File: src/rtl/move_cmd_exec.sv
// Command consumer for the maze robot: decodes calibrate / move / tour-start commands,
// steers heading, ramps forward speed and counts centre-line crossings to stop after N squares.
module move_cmd_exec #(
    parameter logic [9:0]  FRWRD_INC  = 10'h010,
    parameter logic [9:0]  MAX_SPD    = 10'h2A0,
    parameter logic [11:0] ERR_THRESH = 12'h030
) (
    input  logic        clk,
    input  logic        rst_n,
    input  logic [15:0] cmd,
    input  logic        cmd_rdy,
    output logic        clr_cmd_rdy,
    output logic        send_resp,
    output logic        strt_cal,
    input  logic        cal_done,
    output logic        tour_go,
    output logic        fanfare_go,
    output logic [11:0] desired_heading,
    input  logic [11:0] error,
    input  logic        heading_rdy,
    input  logic        cntrIR,
    output logic        moving,
    output logic [9:0]  frwrd
);

    localparam logic [2:0] OP_CAL  = 3'b000;
    localparam logic [2:0] OP_MOVE = 3'b010;
    localparam logic [2:0] OP_TOUR = 3'b011;

    typedef enum logic [2:0] {
        S_IDLE,
        S_CAL,
        S_TURN,
        S_RAMP_UP,
        S_RAMP_DOWN
    } state_t;

    state_t      r_state;
    state_t      w_next_state;

    logic [9:0]  r_frwrd;
    logic [11:0] r_desired_heading;
    logic [4:0]  r_line_cnt;
    logic        r_cntr_ir_ff;
    logic        r_fanfare_q;
    logic [3:0]  r_squares_q;

    logic [2:0]  w_opcode;
    logic        w_accept;
    logic        w_accept_move;
    logic        w_in_move;
    logic [11:0] w_err_mag;
    logic        w_err_ok;
    logic        w_ir_rise;
    logic        w_at_goal;
    logic        w_ramp_en;
    logic [10:0] w_frwrd_sum;
    logic [9:0]  w_frwrd_up;
    logic [9:0]  w_dec_step;
    logic [9:0]  w_frwrd_dn;

    assign w_opcode      = cmd[15:13];
    assign w_accept      = (r_state == S_IDLE) && cmd_rdy;
    assign w_accept_move = w_accept && (w_opcode == OP_MOVE);
    assign w_in_move     = (r_state == S_TURN) || (r_state == S_RAMP_UP) || (r_state == S_RAMP_DOWN);

    // Two's-complement magnitude; 12'h800 maps to itself, i.e. 2048 unsigned, the largest value.
    assign w_err_mag = error[11] ? (~error + 12'd1) : error;
    assign w_err_ok  = (w_err_mag < ERR_THRESH);

    assign w_ir_rise = cntrIR & ~r_cntr_ir_ff;
    assign w_at_goal = (r_line_cnt == {r_squares_q, 1'b0});
    // A zero-square move must stop without ever picking up speed.
    assign w_ramp_en = (r_squares_q != 4'd0);

    assign w_frwrd_sum = {1'b0, r_frwrd} + {1'b0, FRWRD_INC};
    assign w_frwrd_up  = (w_frwrd_sum > {1'b0, MAX_SPD}) ? MAX_SPD : w_frwrd_sum[9:0];
    assign w_dec_step  = {FRWRD_INC[8:0], 1'b0};
    assign w_frwrd_dn  = (r_frwrd < w_dec_step) ? 10'd0 : (r_frwrd - w_dec_step);

    assign frwrd           = r_frwrd;
    assign desired_heading = r_desired_heading;

    // NOTE: sequential state is updated with <= so every flop samples pre-edge values.
    always_ff @(posedge clk or negedge rst_n) begin
        if (!rst_n) begin
            r_state <= S_IDLE;
        end else begin
            r_state <= w_next_state;
        end
    end

    // NOTE: every output is given a default first, so no path can infer a latch.
    always_comb begin
        w_next_state = r_state;
        clr_cmd_rdy  = 1'b0;
        strt_cal     = 1'b0;
        tour_go      = 1'b0;
        send_resp    = 1'b0;
        fanfare_go   = 1'b0;
        moving       = 1'b0;
        case (r_state)
            S_IDLE: begin
                if (cmd_rdy) begin
                    clr_cmd_rdy = 1'b1;
                    case (w_opcode)
                        OP_CAL: begin
                            strt_cal     = 1'b1;
                            w_next_state = S_CAL;
                        end
                        OP_MOVE: w_next_state = S_TURN;
                        OP_TOUR: tour_go = 1'b1;
                        default: ;
                    endcase
                end
            end
            S_CAL: begin
                if (cal_done) begin
                    send_resp    = 1'b1;
                    w_next_state = S_IDLE;
                end
            end
            S_TURN: begin
                moving = 1'b1;
                if (w_err_ok) begin
                    w_next_state = S_RAMP_UP;
                end
            end
            S_RAMP_UP: begin
                moving = 1'b1;
                if (w_at_goal) begin
                    w_next_state = S_RAMP_DOWN;
                end
            end
            S_RAMP_DOWN: begin
                moving = 1'b1;
                if (r_frwrd == 10'd0) begin
                    send_resp    = 1'b1;
                    fanfare_go   = r_fanfare_q;
                    w_next_state = S_IDLE;
                end
            end
            default: w_next_state = S_IDLE;
        endcase
    end

    always_ff @(posedge clk or negedge rst_n) begin
        if (!rst_n) begin
            r_frwrd           <= 10'd0;
            r_desired_heading <= 12'd0;
            r_line_cnt        <= 5'd0;
            r_cntr_ir_ff      <= 1'b0;
            r_fanfare_q       <= 1'b0;
            r_squares_q       <= 4'd0;
        end else begin
            r_cntr_ir_ff <= cntrIR;
            if (w_accept_move) begin
                r_fanfare_q       <= cmd[12];
                r_squares_q       <= cmd[3:0];
                r_desired_heading <= (cmd[11:4] == 8'd0) ? 12'h000 : {cmd[11:4], 4'hF};
                r_frwrd           <= 10'd0;
                r_line_cnt        <= 5'd0;
            end else begin
                if (w_in_move && w_ir_rise && (r_line_cnt != 5'd31)) begin
                    r_line_cnt <= r_line_cnt + 5'd1;
                end
                // Ramp follows the current state even on the cycle the state changes.
                case (r_state)
                    S_RAMP_UP: begin
                        if (heading_rdy && w_ramp_en) begin
                            r_frwrd <= w_frwrd_up;
                        end
                    end
                    S_RAMP_DOWN: begin
                        if (heading_rdy) begin
                            r_frwrd <= w_frwrd_dn;
                        end
                    end
                    default: ;
                endcase
            end
        end
    end

endmodule
File: config.mk
export PLATFORM = sky130hd
export DESIGN_NAME = move_cmd_exec
export DESIGN_NICKNAME = d
export VERILOG_FILES = /design/src/rtl/move_cmd_exec.sv
export SDC_FILE = /design/constraint.sdc
export NUM_CORES = 1
export LEC_CHECK = 0
export CAP_MARGIN = 20
export CORE_UTILIZATION = 30
export CTS_CLUSTER_DIAMETER = 150
export CTS_CLUSTER_SIZE = 25
export DETAILED_ROUTE_END_ITERATION = 12
export HOLD_SLACK_MARGIN = 0.03
export PLACE_DENSITY_LB_ADDON = 0.3
export SETUP_SLACK_MARGIN = 0.3
export SLEW_MARGIN = 20
export SYNTH_ARGS = -nofsm -noshare
export SYNTH_HDL_FRONTEND = slang
export SYNTH_SLANG_ARGS = --single-unit
File: constraint.sdc
create_clock -name clk -period 2.3 [get_ports clk]
set_input_delay 0.46 -clock clk [delete_from_list [all_inputs] [get_ports clk]]
set_output_delay 0.46 -clock clk [all_outputs]
set_load 0.005 [all_outputs]
Yosys cells after proc, flatten, opt, wreduce, memory -nomap -nowiden. Index checks and enable logic that the tools add are counted.

Add/sub/neg operators: 4. $mul: 0. Divide/modulo/power cells: 0. Magnitude comparators: 3. Equality and inequality tests: 16. Shift operators: 0. Multiplexer cells: 31. Bitwise gates (word level): 3. Reduce and logical (&&, ||, !) cells: 17.

Operators by type and width (number): $mux 10 (5); $mux 12 (2); $pmux 10 s2 (1); $mux 3 (5); $pmux 3 s5 (1); $mux 1 (13); $add 12x1->12 const B (1); $eq 3x2->1 const B (4); $lt 12x6->1 const B (1); $not 12->12 (1); $add 10x5->11 const B (1); $gt 11x10->1 const B (1); $logic_not 10->1 (1); $lt 10x6->1 const B (1); $mux 5 (2); $sub 10x6->10 const B (1); $logic_not 8->1 (1); $ne 2x2->1 const B (4); $logic_not 3->1 (2); $pmux 3 s2 (1); $reduce_and 6->1 (1); $add 5x1->5 const B (1); $eq 5x5->1 (1); $logic_and 1x1->1 (5); 16 further kinds (17).

Flip-flop bits (word level): 36. Bits in latches: 0. RAM bits: 0. Bits in read-only memories: 0. Bits of input ports: 34. Output and inout bits: 28. Logic and storage cells: 81. Memories kept: 0.

Longest topological paths before layout.
Depth in word-level cells: 7. Depth in mapped cells: 7. Depth with buffers taken out: 7.

Worst setup path before layout. Ideal clock, no wire load.

Kind: reg-to-reg. Start: register r_state[0]. End: register r_line_cnt[3]. Library setup time: 0.120 ns. Arrival: 1.766 ns. Required time: 2.180 ns. Slack: 0.414 ns. Stages on the path, launching flop included: 8. Path buffers: 2. Clock period less this slack: 1.886 ns. Cells stage by stage: dfrtp_1 buf_2 or3b_1 buf_6 a2111oi_4 nand4_1 xor2_1 nor2_2.

Cells in the longest elaborated chain, start to end: 6. Elaborated cells on any way between the ends: 12. Classes of those cells: eq/ne (3); mux (1); reduce/logical (8).

RTL lines: start, declared (RTL line 38) `state_t r_state;`; start signal, assigned (RTL line 89) `r_state <= w_next_state;`; $eq 3x2->1 (RTL line 65) `assign w_in_move = (r_state == S_TURN) || (r_state == S_RAMP_UP) || (r_state == S_RAMP_DOWN);`; $logic_or 1x1->1 (2 in series) (RTL line 65); $logic_and 1x1->1 (2 in series) (RTL line 164) `if (w_in_move && w_ir_rise && (r_line_cnt != 5'd31)) begin`; $reduce_bool 2->1 (no source line); end signal, assigned (RTL line 165) `r_line_cnt <= r_line_cnt + 5'd1;`; end, declared (RTL line 43) `logic [4:0] r_line_cnt;`.

Parallel ways exist; a longest one is shown, timed or not. A chain may end at the register's enable or synchronous reset.

Worst setup path in the final report.
Start: register r_state[2]. End: output port strt_cal.

Cells in the longest elaborated chain, start to end: 2.

RTL lines: $logic_not 3->1 (RTL line 102) `case (r_state)`; $mux 1 (RTL line 102); end, declared (RTL line 14) `output logic strt_cal,`.

Every way passes these cells.

==> run summary <==
crit path max-delay cell type -> or4b_4
cell chain of the critical path -> or4b_4 -> buf_6 -> nor4_4 -> buf_2
yosys synthesis warning count -> 0
share of post-route cells with drive strength above 1 -> 23.6%
TritonCTS Sinks -> 29
total global-route track usage -> 17.2%
detail-routed net length per standard cell -> 13.9 um
buffers from clock root to sink, at most -> 2
Worst R2R Setup Slack -> 0.32 ns
maximum clock frequency -> 474 MHz
die span in y -> 82.1 um
overall via count from detail_route -> 1,957
Synth Cell Area -> 1930 um^2
count of max-cap constraint violations -> 0
number of CTS-inserted buffers -> 5
worst supply voltage drop on vdd -> 0.544 mV
initial detailed-routing violation count -> 77
cell area after placement -> 2650 um^2
Port Buffers -> 57
cell taking the most area after synthesis -> dfrtp_1
setup repair after global routing missed its margin -> yes
Final period util -> 91.7%
leak pwr -> 1.30 nW
average size of a mapped cell -> 8.45 um^2
number of library cell types mapped by synthesis -> 54
Worst Hold Margin -> 0.471 ns
number of standard-cell rows in the floorplan -> 28
async set-or-reset flop fraction in the synthesized netlist -> 100%
fin. max-slew vios -> 0
delay of the slowest cell on the worst path -> 0.54 ns
area of the die -> 6740 um^2
H-tree Lvls -> 2
root buf cell -> clkbuf_8
Antenna Diode Count -> 0
half-perimeter wire length after placement -> 3.74 mm
overall routed net length -> 5.34 mm
total power per unit cell area -> 863 nW/um^2
Register-to-Register Path Depth -> 8
fill count -> 586
type of the tightest min-delay check -> flop to flop
core area -> 6060 um^2
Bufs and invs on worst path -> 2
CP Capture Type -> output port
portion of the post-synthesis area used by sequential elements -> 37.7%
number of setup violations in the final report -> 0
Worst Setup Start Kind -> flop
clock tree from TritonCTS -> done
Power Internal -> 1.65 mW
kind of cell adding the most delay to the critical path -> simple AND/OR/NAND/NOR gates
Initial Util -> 31.8%
wire length of the first global-routing pass -> 8.93 mm
kind of critical path -> flop to output port
worst setup path startpoint -> r_state[2]
I/O pin total -> 62
EDFF count, synth -> 0
destination of the worst register-to-register timing path -> r_line_cnt[3]
Area growth, synth to finish -> 54.2%
Hold Violations, Final -> 0
Arr. time, crit path -> 1.65 ns
clock skew -> 0.00724 ns
Critical Path RT -> 1.84 ns
remaining number of nets flagged by the antenna check after routing -> 0
1st-pass router iterations -> 4
via count of the first global-routing pass -> 1,897
run status -> complete, no violations
startpoint of the most critical register-to-register path -> r_state[1]
leading cell types by count after synthesis -> nand2_1, dfrtp_1, nor2_1, inv_1
remaining routing DRC violations -> 0
most repeated cell in the gate-level netlist after synthesis -> nand2_1
largest cells by area after synthesis -> dfrtp_1, nand2_1, ha_1
Chip Width -> 82.1 um
RePlAce Congestion -> 0.817
via/cell ratio -> 5.10
capture point of the worst path -> strt_cal
flip-flop and latch count after synthesis -> 29
final instance area -> 2970 um^2
portion of total power attributed to the clock network -> 14.9%
Synth top area share -> 37.7%
total congestion overflow -> 0
Reg power frac -> 31.3%
Nets -> 351
number of standard cells after synthesis -> 228
time the final worst path needs with I/O delays and setup -> 2.11 ns
cell count along the critical path -> 4
CTS Hold Buffers Added -> 0
proportion of power drawn by combinational gates -> 53.8%
total power after layout -> 2.56 mW
largest net degree at the start of global routing -> 30
initial antenna violation count -> 0
clock-pin transition on the worst setup and hold timing paths -> 0.06 ns
clock latency at the later pin of the worst-skew pair -> 0.28 ns
most used flip-flop cell after synthesis -> dfrtp_1
switching power -> 0.918 mW
sw frac -> 35.8%
maximum fanout along the worst path -> 2
## per-stage QoR
step	cells	utilization (%)	worst slack, ns	setup TNS [ns]
floorplan	231	-	0.414	0
global placement	365	43.8	-0.465	-3.21
detailed placement	365	43.8	-0.525	-3.97
CTS	379	46.8	0.196	0
global route	384	49.0	0.128	0
finish	384	49.0	0.192	0
## logic make-up after synthesis
family / after synthesis / share of synthesized area (%)
simple gates: 107 / 26.2
compound gates: 44 / 17.7
flops: 29 / 37.7
buf+inv: 27 / 7.34
xor+xnor: 8 / 3.64
fa+ha+maj: 7 / 4.55
mux: 5 / 2.66
other cells: 1 / 0.195
## state kept, by name (all words and copies together) (netlist names)
| signal | count |
|---|---|
| desired_heading | 9 |
| frwrd | 6 |
| r_cntr_ir_ff | 1 |
| r_fanfare_q | 1 |
| r_line_cnt | 5 |
| r_squares_q | 4 |
| r_state | 3 |
## worst min-delay path, cell delays in order (launching register included)
cell and delay [ns]:
dfrtp_1 0.34, nand2_1 0.05, nand2_1 0.05
## cell type report
cell class / count / area [um^2] / share of cell area [%]
multi-input combinational: 175 / 1210 / 40.7
timing repair buffer: 89 / 830 / 27.9
sequential: 29 / 727 / 24.5
tap: 75 / 93.8 / 3.16
clock buffer: 5 / 68.8 / 2.32
inverter: 10 / 37.5 / 1.26
clock inverter: 1 / 5.00 / 0.169
## routing by layer
metal	share of wire [%]	vias to the layer above	wire, um	global-route usage (%)
met1	44	926	2360	22.5
li1	-	965	-	-
met3	4.9	7	259	3.63
met4	1.5	0	79	5.79
met5	0	-	0	0
met2	49	59	2640	28.0
## worst min path at each step
stage / from / end / slack (ns) / cells past startpoint
2_1_floorplan: rst_n / desired_heading[10] / 0.16 / 0
3_5_place_dp: desired_heading[6] / desired_heading[6] / 0.46 / 2
4_1_cts: desired_heading[6] / desired_heading[6] / 0.48 / 2
6_report: desired_heading[9] / desired_heading[9] / 0.47 / 2
5_1_grt: r_fanfare_q / r_fanfare_q / 0.52 / 2
3_3_place_gp: r_fanfare_q / r_fanfare_q / 0.45 / 2
## power groups by stage
stage	combinational [mW]	clock, mW	sequential [mW]
floorplan	0.534	0	0.809
global placement	1.11	0	0.797
detailed placement	1.12	0	0.803
CTS	1.25	0.394	0.800
global route	1.52	0.415	0.823
finish	1.38	0.383	0.802
## cells in the final DEF, fill, tap and decap left out, types with 5 or more instances in the layout
master and count:
a21oi_1 6, buf_4 24, buf_6 8, clkbuf_8 5, clkdlybuf4s50_1 50, dfrtp_1 28, ha_1 6, inv_1 8
nand2_1 55, nor2_1 12, nor3_1 5
## repair_timing
| action | in CTS | in global routing |
|---|---|---|
| resized for setup | 43 | 16 |
| setup endpoints to repair | 26 | 13 |
| pin swaps | 10 | 7 |
| setup buffers | 8 | 5 |
Power figures use the tool's default switching activity.
